**src/rtl/fetch_sequencer.sv**
```systemverilog
// Instruction-fetch front end: owns the program counter, sequences fetches
// through the registered instruction memory and hands instructions to decode
// over a valid/ready handshake. Next address resolves jumps, return from
// interrupt and single-level vectored interrupts.
module fetch_sequencer #(
  parameter logic [3:0] VEC_BASE = 4'd12
) (
  input  logic        clk,
  input  logic        rst,
  output logic [3:0]  pc,
  input  logic [15:0] instruction,
  output logic [15:0] instr_out,
  output logic [3:0]  instr_pc,
  output logic        instr_valid,
  input  logic        instr_ready,
  input  logic        jump_req,
  input  logic [3:0]  jump_addr,
  input  logic        reti,
  input  logic        irq,
  input  logic [1:0]  irq_vector,
  output logic        in_isr,
  output logic        irq_ack
);

  typedef enum logic [1:0] {
    ISSUE = 2'd0,
    WAIT  = 2'd1,
    VALID = 2'd2
  } state_t;

  state_t      state, state_nx;
  logic [3:0]  pc_nx;
  logic [15:0] instr_out_nx;
  logic [3:0]  instr_pc_nx;
  logic        instr_valid_nx;
  logic [3:0]  saved_pc, saved_pc_nx;
  logic        in_isr_nx;
  logic        irq_ack_nx;

  // State and datapath registers; reset overrides any held instruction or ISR
  always_ff @(posedge clk) begin
    if (rst) begin
      state       <= ISSUE;
      pc          <= '0;
      instr_out   <= '0;
      instr_pc    <= '0;
      instr_valid <= 1'b0;
      saved_pc    <= '0;
      in_isr      <= 1'b0;
      irq_ack     <= 1'b0;
    end else begin
      state       <= state_nx;
      pc          <= pc_nx;
      instr_out   <= instr_out_nx;
      instr_pc    <= instr_pc_nx;
      instr_valid <= instr_valid_nx;
      saved_pc    <= saved_pc_nx;
      in_isr      <= in_isr_nx;
      irq_ack     <= irq_ack_nx;
    end
  end

  // Next-state and next-address resolution; everything holds unless updated
  always_comb begin
    state_nx       = state;
    pc_nx          = pc;
    instr_out_nx   = instr_out;
    instr_pc_nx    = instr_pc;
    instr_valid_nx = instr_valid;
    saved_pc_nx    = saved_pc;
    in_isr_nx      = in_isr;
    irq_ack_nx     = 1'b0;
    case (state)
      ISSUE: state_nx = WAIT;
      WAIT: begin
        instr_out_nx   = instruction;
        instr_pc_nx    = pc;
        instr_valid_nx = 1'b1;
        state_nx       = VALID;
      end
      VALID: begin
        if (instr_ready) begin
          instr_valid_nx = 1'b0;
          state_nx       = ISSUE;
          if (jump_req) begin
            pc_nx = jump_addr;
          end else if (reti && in_isr) begin
            pc_nx     = saved_pc;
            in_isr_nx = 1'b0;
          end else if (irq && !in_isr) begin
            saved_pc_nx = instr_pc + 4'd1;
            pc_nx       = VEC_BASE + {2'b00, irq_vector};
            in_isr_nx   = 1'b1;
            irq_ack_nx  = 1'b1;
          end else begin
            pc_nx = instr_pc + 4'd1;
          end
        end
      end
      default: state_nx = ISSUE;
    endcase
  end

endmodule

```
**config.mk**
```make
export PLATFORM = sky130hd
export DESIGN_NAME = fetch_sequencer
export DESIGN_NICKNAME = d
export VERILOG_FILES = /design/src/rtl/fetch_sequencer.sv
export SDC_FILE = /design/constraint.sdc
export NUM_CORES = 1
export LEC_CHECK = 0
export CAP_MARGIN = 20
export CORE_MARGIN = 8
export CORE_UTILIZATION = 39
export CTS_BUF_LIST = sky130_fd_sc_hd__clkbuf_8
export CTS_CLUSTER_SIZE = 10
export DETAILED_ROUTE_END_ITERATION = 12
export PLACE_DENSITY_LB_ADDON = 0.25
export RECOVER_POWER = 100
export SYNTH_ARGS = -nofsm -noshare
export SYNTH_HDL_FRONTEND = slang
export SYNTH_SLANG_ARGS = --single-unit
```
**constraint.sdc**
```tcl
create_clock -name clk -period 1.2 [get_ports clk]
set_input_delay 0.12 -clock clk [delete_from_list [all_inputs] [get_ports clk]]
set_output_delay 0.12 -clock clk [all_outputs]
set_load 0.01 [all_outputs]
```
==> results of run 1 <==
sequential cells by signal (all words and copies together), names as in the netlist:
signal	flops
instr_out	16
irq_ack	1
instr_valid	1
in_isr	1
state	2
instr_pc	4
pc	4
saved_pc	4
critical path, cell delays in order, from the launching register on:
cell and delay [ns]:
dfxtp_2 0.32, nand3b_1 0.18, or4_4 0.51, a211oi_2 0.17, a221o_1 0.14
cells in the final DEF (no fill, tap or decap), types with 2 or more instances in the layout:
| master | netlist | final |
|---|---|---|
| inv_1 | 3 | 4 |
| mux2i_1 | 3 | 3 |
| clkbuf_4 | 0 | 2 |
| a221oi_2 | 0 | 2 |
| clkbuf_2 | 0 | 2 |
| nor2b_1 | 2 | 2 |
| o21ai_0 | 2 | 2 |
| clkdlybuf4s50_1 | 0 | 27 |
| clkbuf_8 | 0 | 6 |
| a211oi_1 | 3 | 3 |
| dlygate4sd2_1 | 0 | 27 |
| a21oi_1 | 25 | 25 |
| buf_4 | 0 | 14 |
| dfxtp_1 | 33 | 31 |
| nor2_1 | 9 | 9 |
| nand2_1 | 46 | 46 |
| xnor2_2 | 0 | 2 |
| a221o_1 | 2 | 2 |
routing by layer:
layer | track usage (%) | share of wire (%)
met5 | 0 | 0
met4 | 5.99 | 1.5
met3 | 6.14 | 8.4
met2 | 25.3 | 52
met1 | 15.4 | 38
worst max-delay path by stage:
stage / startpoint / end / slack, ns / cells past startpoint
after floorplan: state[0] / pc[0] / -0.06 / 4
after global placement: instr_ready / pc[0] / -0.31 / 5
after detailed placement: instr_ready / pc[0] / -0.36 / 5
after CTS: state[0] / pc[0] / -0.16 / 4
after global routing: state[0] / pc[0] / -0.21 / 4
final: state[0] / pc[0] / -0.17 / 4
stage by stage:
stage | setup slack (ns) | utilization [%]
after floorplan | -0.0615 | -
after global placement | -0.312 | 61.4
after detailed placement | -0.360 | 61.4
after CTS | -0.158 | 65.6
after global routing | -0.209 | 65.8
final | -0.173 | 65.8
what timing repair did:
action                                  in CTS  in global routing
pin swaps                                    7                  4
setup buffers                                2                  1
endpoints found under the setup margin      35                 24
gates resized for setup                     36                  5
where the power goes:
group	internal [W]	total (W)	switching (W)
combinational	0.000223	0.000428	0.000205
sequential	0.00115	0.00118	0.0000298
clock	0.000668	0.00104	0.000376
total	0.00204	0.00265	0.000610
logic make-up (layout without fill, tap and decap cells):
family | after synthesis | count (layout)
AND/OR/NAND/NOR | 68 | 68
XOR/XNOR | 2 | 2
adder cells (fa/ha/maj) | 1 | 1
AO/OA/AOI/OAI | 37 | 37
flip-flops | 33 | 33
buffers and inverters | 14 | 84
multiplexers | 3 | 3
final cells by class:
| cell class | count | area, um^2 | area share (%) |
|---|---|---|---|
| Inverter | 3 | 11.3 | 0.525 |
| Timing Repair Buffer | 73 | 648 | 30.2 |
| Sequential cell | 33 | 666 | 31.0 |
| Tap cell | 46 | 57.6 | 2.68 |
| Clock buffer | 6 | 82.6 | 3.85 |
| Clock inverter | 2 | 33.8 | 1.58 |
| Multi-Input combinational cell | 111 | 646 | 30.1 |
==> impl_metrics.tcl, run 1 <==
set metrics [dict create \
    rows 21 \
    synth_area_leaders "dfxtp_1 51%, nand2_1 13%, a21oi_1 9.6%" \
    grt_pass1_wl_um 6120 \
    synth_top_area_share_pct 50.8 \
    crit_type "reg2reg" \
    arrival_ns 1.60 \
    grt_max_degree 19 \
    whs_endpoint "instr_out[8]" \
    ctsHoldBuffers 0 \
    antenna_found_initial 0 \
    r2r_end "pc[0]" \
    drt_wl_total_um 3910 \
    syn_area_per_cell_um2 8.24 \
    die_area_um2 5440 \
    cts_root_buf "clkbuf_8" \
    total_power_w 0.00265 \
    synth-compound-area-share_pct 17.2 \
    design_area_um2 2140 \
    crit_path_max_fanout 2 \
    synth_edf_count 0 \
    nNetsFinal 256 \
    whs_path_depth 3 \
    syn_nets 187 \
    synth_adder_area_share_pct 0.962 \
    ys_seq_area_share_pct 50.8 \
    rrSetupSlack_ns -0.17 \
    place_area_um2 2000 \
    cellLeakagePower_nw 0.924 \
    placed_cells 263 \
    grt_util_all_layers_pct 14.7 \
    whs_ns 0.391 \
    die_w_um 73.8 \
    p_per_area_nw_per_um2 1240 \
    violations "negative setup slack" \
    clk_pin_slew_worst_paths_ns 0.07 \
    insertion_delay_ns 0.28 \
    start_util_pct 39.9 \
    r2r_cells 4 \
    timing.rr.start "state[0]" \
    dpl.hpwl_um 2870 \
    core_um2 3260 \
    outcome "complete, but fails checks" \
    synth.top_cells.by_count "46 x nand2_1, 33 x dfxtp_1, 25 x a21oi_1, 10 x clkbuf_1, 9 x nor2_1" \
    max-clock-path-buffers 2 \
    wl_per_cell_um 14.3 \
    synthDistinctLibCells 27 \
    ant_nets 0 \
    crit_path_end_kind "flip-flop" \
    diodes 0 \
    io_buffers 54 \
    relSlewSlack_pct 74.1 \
    dr.pass1.iters 4 \
    synth_area_um2 1300 \
    fin_worst_skew_ns 0.0118 \
    setup_violations 8 \
    vias_per_cell 4.95 \
    synthSimpleGateAreaFrac_pct 23.3 \
    drtIter0Drc 88 \
    yosysMostFrequentCell "nand2_1" \
    htree_levels 2 \
    hold_class "in2reg" \
    yosys.area_share.xor_xnor_pct 1.35 \
    synth_top_area_cell "dfxtp_1" \
    min_period_ns 1.37 \
    synthCells 158 \
    period_share_pct 114 \
    layout-drive-gt1-share_pct 17.5 \
    cts.sinks 33 \
    synth-seq-cells 33 \
    max_cap_viol_count 0 \
    fillerInstances 286 \
    grt_pass1_vias 1304 \
    muxShareOfSynthArea_pct 2.31 \
    worst_slack_ns -0.173 \
    fp.dieH_um 73.8 \
    cts-buffers-inserted 5 \
    yosysWarnings 0 \
    tightest_slew_ns 0.388 \
    drc_errors 0 \
    syn_to_final_growth_pct 64.8 \
    max_freq_mhz 728 \
    rsz0062_at_grt "true" \
    io_pins 55 \
    cp-start-kind "flip-flop" \
    async_reset_ff_share_pct 0 \
    final_cell_count_no_fill 274 \
    hold_start "instruction[8]" \
    cts_tree "yes" \
    vias 1356 \
    synth_top_family_by_area "simple AND/OR/NAND/NOR gates" \
    ir_drop_uv 885 \
    drv_slew 0 \
    routabilityCongestion 0.778 \
    synthFlopType "dfxtp_1" \
    overflow 0 \
    hold_viol_final 0 \
    fin_tns_setup_ns -0.573 \
    critPathRequiredTime_ns 1.43 \
]
Note: power is estimated with default switching activity, not from simulation.
==> inputs of run 2 (changes only) <==
REMOVE_ABC_BUFFERS = 1   (was not set)
==> impl_metrics.tcl, run 2 (synthesis results as in run 1) <==
set metrics [dict create \
    setup_violations 6 \
    drt_wl_total_um 3830 \
    drv_slew 0 \
    vias_per_cell 4.80 \
    hold_viol_final 0 \
    tightest_slew_ns 0.271 \
    crit_path_top_delay_cell "or4_4" \
    max_cap_viol_count 0 \
    cts.sinks 33 \
    io_buffers 54 \
    cp-start-kind "flip-flop" \
    fp.dieH_um 73.8 \
    clk_pin_slew_worst_paths_ns 0.07 \
    max-clock-path-buffers 2 \
    final_cell_mix "46 x nand2_1, 28 x dfxtp_1, 27 x clkdlybuf4s50_1" \
    timing.rr.start "in_isr" \
    final_util_pct 66.6 \
    layout.cells.most_common "nand2_1" \
    rows 21 \
    grt_pass1_wl_um 5970 \
    insertion_delay_ns 0.27 \
    die_w_um 73.8 \
    critPathLaunch "in_isr" \
    max_freq_mhz 761 \
    fillerInstances 290 \
    cts-buffers-inserted 5 \
    fin_worst_skew_ns 0.00310 \
    dpl.hpwl_um 2780 \
    crit_type "reg2reg" \
    worst_slack_ns -0.114 \
    grt_util_all_layers_pct 14.0 \
    critPathRequiredTime_ns 1.42 \
    r2r_end "pc[0]" \
    p_per_area_nw_per_um2 1160 \
    cts_tree "yes" \
    ctsHoldBuffers 0 \
    ant_nets 0 \
    core_um2 3260 \
    cellLeakagePower_nw 0.929 \
    start_util_pct 39.9 \
    arrival_ns 1.53 \
    die_area_um2 5440 \
    grt_max_degree 22 \
    final_cell_count_no_fill 276 \
    r2r_cells 4 \
    cp_slowest_stage_delay_ns 0.50 \
    hold_class "in2reg" \
    io_pins 55 \
    min_period_ns 1.31 \
    drc_errors 0 \
    drtIter0Drc 53 \
    overflow 0 \
    rsz0062_at_grt "true" \
    placed_cells 264 \
    largest_reg_flops 16 \
    ir_drop_uv 807 \
    design_area_um2 2170 \
    antenna_found_initial 0 \
    regMostFlops "instr_out" \
    dr.pass1.iters 4 \
    endpoint "pc[0]" \
    crit_path_max_fanout 3 \
    violations "negative setup slack" \
    nNetsFinal 258 \
    relSlewSlack_pct 81.9 \
    diodes 0 \
    rrSetupSlack_ns -0.11 \
    grt_pass1_vias 1278 \
    vias 1324 \
    place_area_um2 2000 \
    cts_root_buf "clkbuf_8" \
    wl_per_cell_um 13.9 \
    crit_path_end_kind "flip-flop" \
    layout-drive-gt1-share_pct 21.7 \
    syn_to_final_growth_pct 66.8 \
    htree_levels 2 \
    worstPathCellList "and2_4 -> or4_4 -> a211oi_2 -> a221o_1" \
    period_share_pct 109 \
    routabilityCongestion 0.844 \
    outcome "complete, but fails checks" \
]
## run 2: layout make-up
cell class / instances / area (um^2) / share of cell area [%]
Clock buffer: 7 / 96.3 / 4.44
Clock inverter: 1 / 5.00 / 0.231
Inverter: 3 / 11.3 / 0.519
Multi-Input combinational cell: 111 / 658 / 30.3
Sequential cell: 33 / 672 / 31.0
Tap cell: 46 / 57.6 / 2.65
Timing Repair Buffer: 75 / 671 / 30.9
## run 2: metal layers
| metal | part of all wire (%) | global-route usage, % |
|---|---|---|
| met1 | 41 | 16.3 |
| met2 | 52 | 23.9 |
| met3 | 5.6 | 4.77 |
| met4 | 1.1 | 3.33 |
| met5 | 0 | 0 |
## run 2: stage by stage
| step | setup slack (ns) | TNS, ns | hold slack, ns | power [W] |
|---|---|---|---|---|
| floorplan | -0.377 | -5.10 | 0.189 | 0.00136 |
| global placement | -0.392 | -3.58 | 0.440 | 0.00165 |
| detailed placement | -0.427 | -4.04 | 0.446 | 0.00166 |
| CTS | -0.143 | -0.635 | 0.387 | 0.00253 |
| global route | -0.210 | -1.12 | 0.398 | 0.00264 |
| finish | -0.114 | -0.494 | 0.392 | 0.00252 |
## run 2: what timing repair did
item,CTS,global route
pin swaps,6,5
setup endpoints to repair,41,24
hold endpoints to repair,0,0
gates cloned,0,1
gates resized for setup,38,13
setup buffers,2,1
## run 2: power by group
part	switching, W	internal [W]
combinational	0.000211	0.000231
clock	0.000379	0.000518
sequential	0.0000285	0.00115
## run 2: worst min-delay path by stage
stage / start / endpoint / slack, ns / cells after the start
floorplan: rst / instr_out[0] / 0.19 / 1
finish: instruction[0] / instr_out[0] / 0.39 / 3
global route: instruction[11] / instr_out[11] / 0.40 / 3
global placement: instr_out[3] / instr_out[3] / 0.44 / 2
detailed placement: instr_out[6] / instr_out[6] / 0.45 / 2
CTS: instruction[3] / instr_out[3] / 0.39 / 3
## run 2: worst max-delay path: cells and delay by family (launching register included)
| kind | cells | cell delay, ns |
|---|---|---|
| AOI/OAI and AO/OA | 2 | 0.29 |
| and+or+nand+nor | 2 | 0.64 |
| DFF | 1 | 0.33 |
==> inputs of run 3 (changes only) <==
SLEW_MARGIN = 20   (was not set)
==> results of run 3 <==
The final DEF is identical to that of run 2; final timing and power are the same.
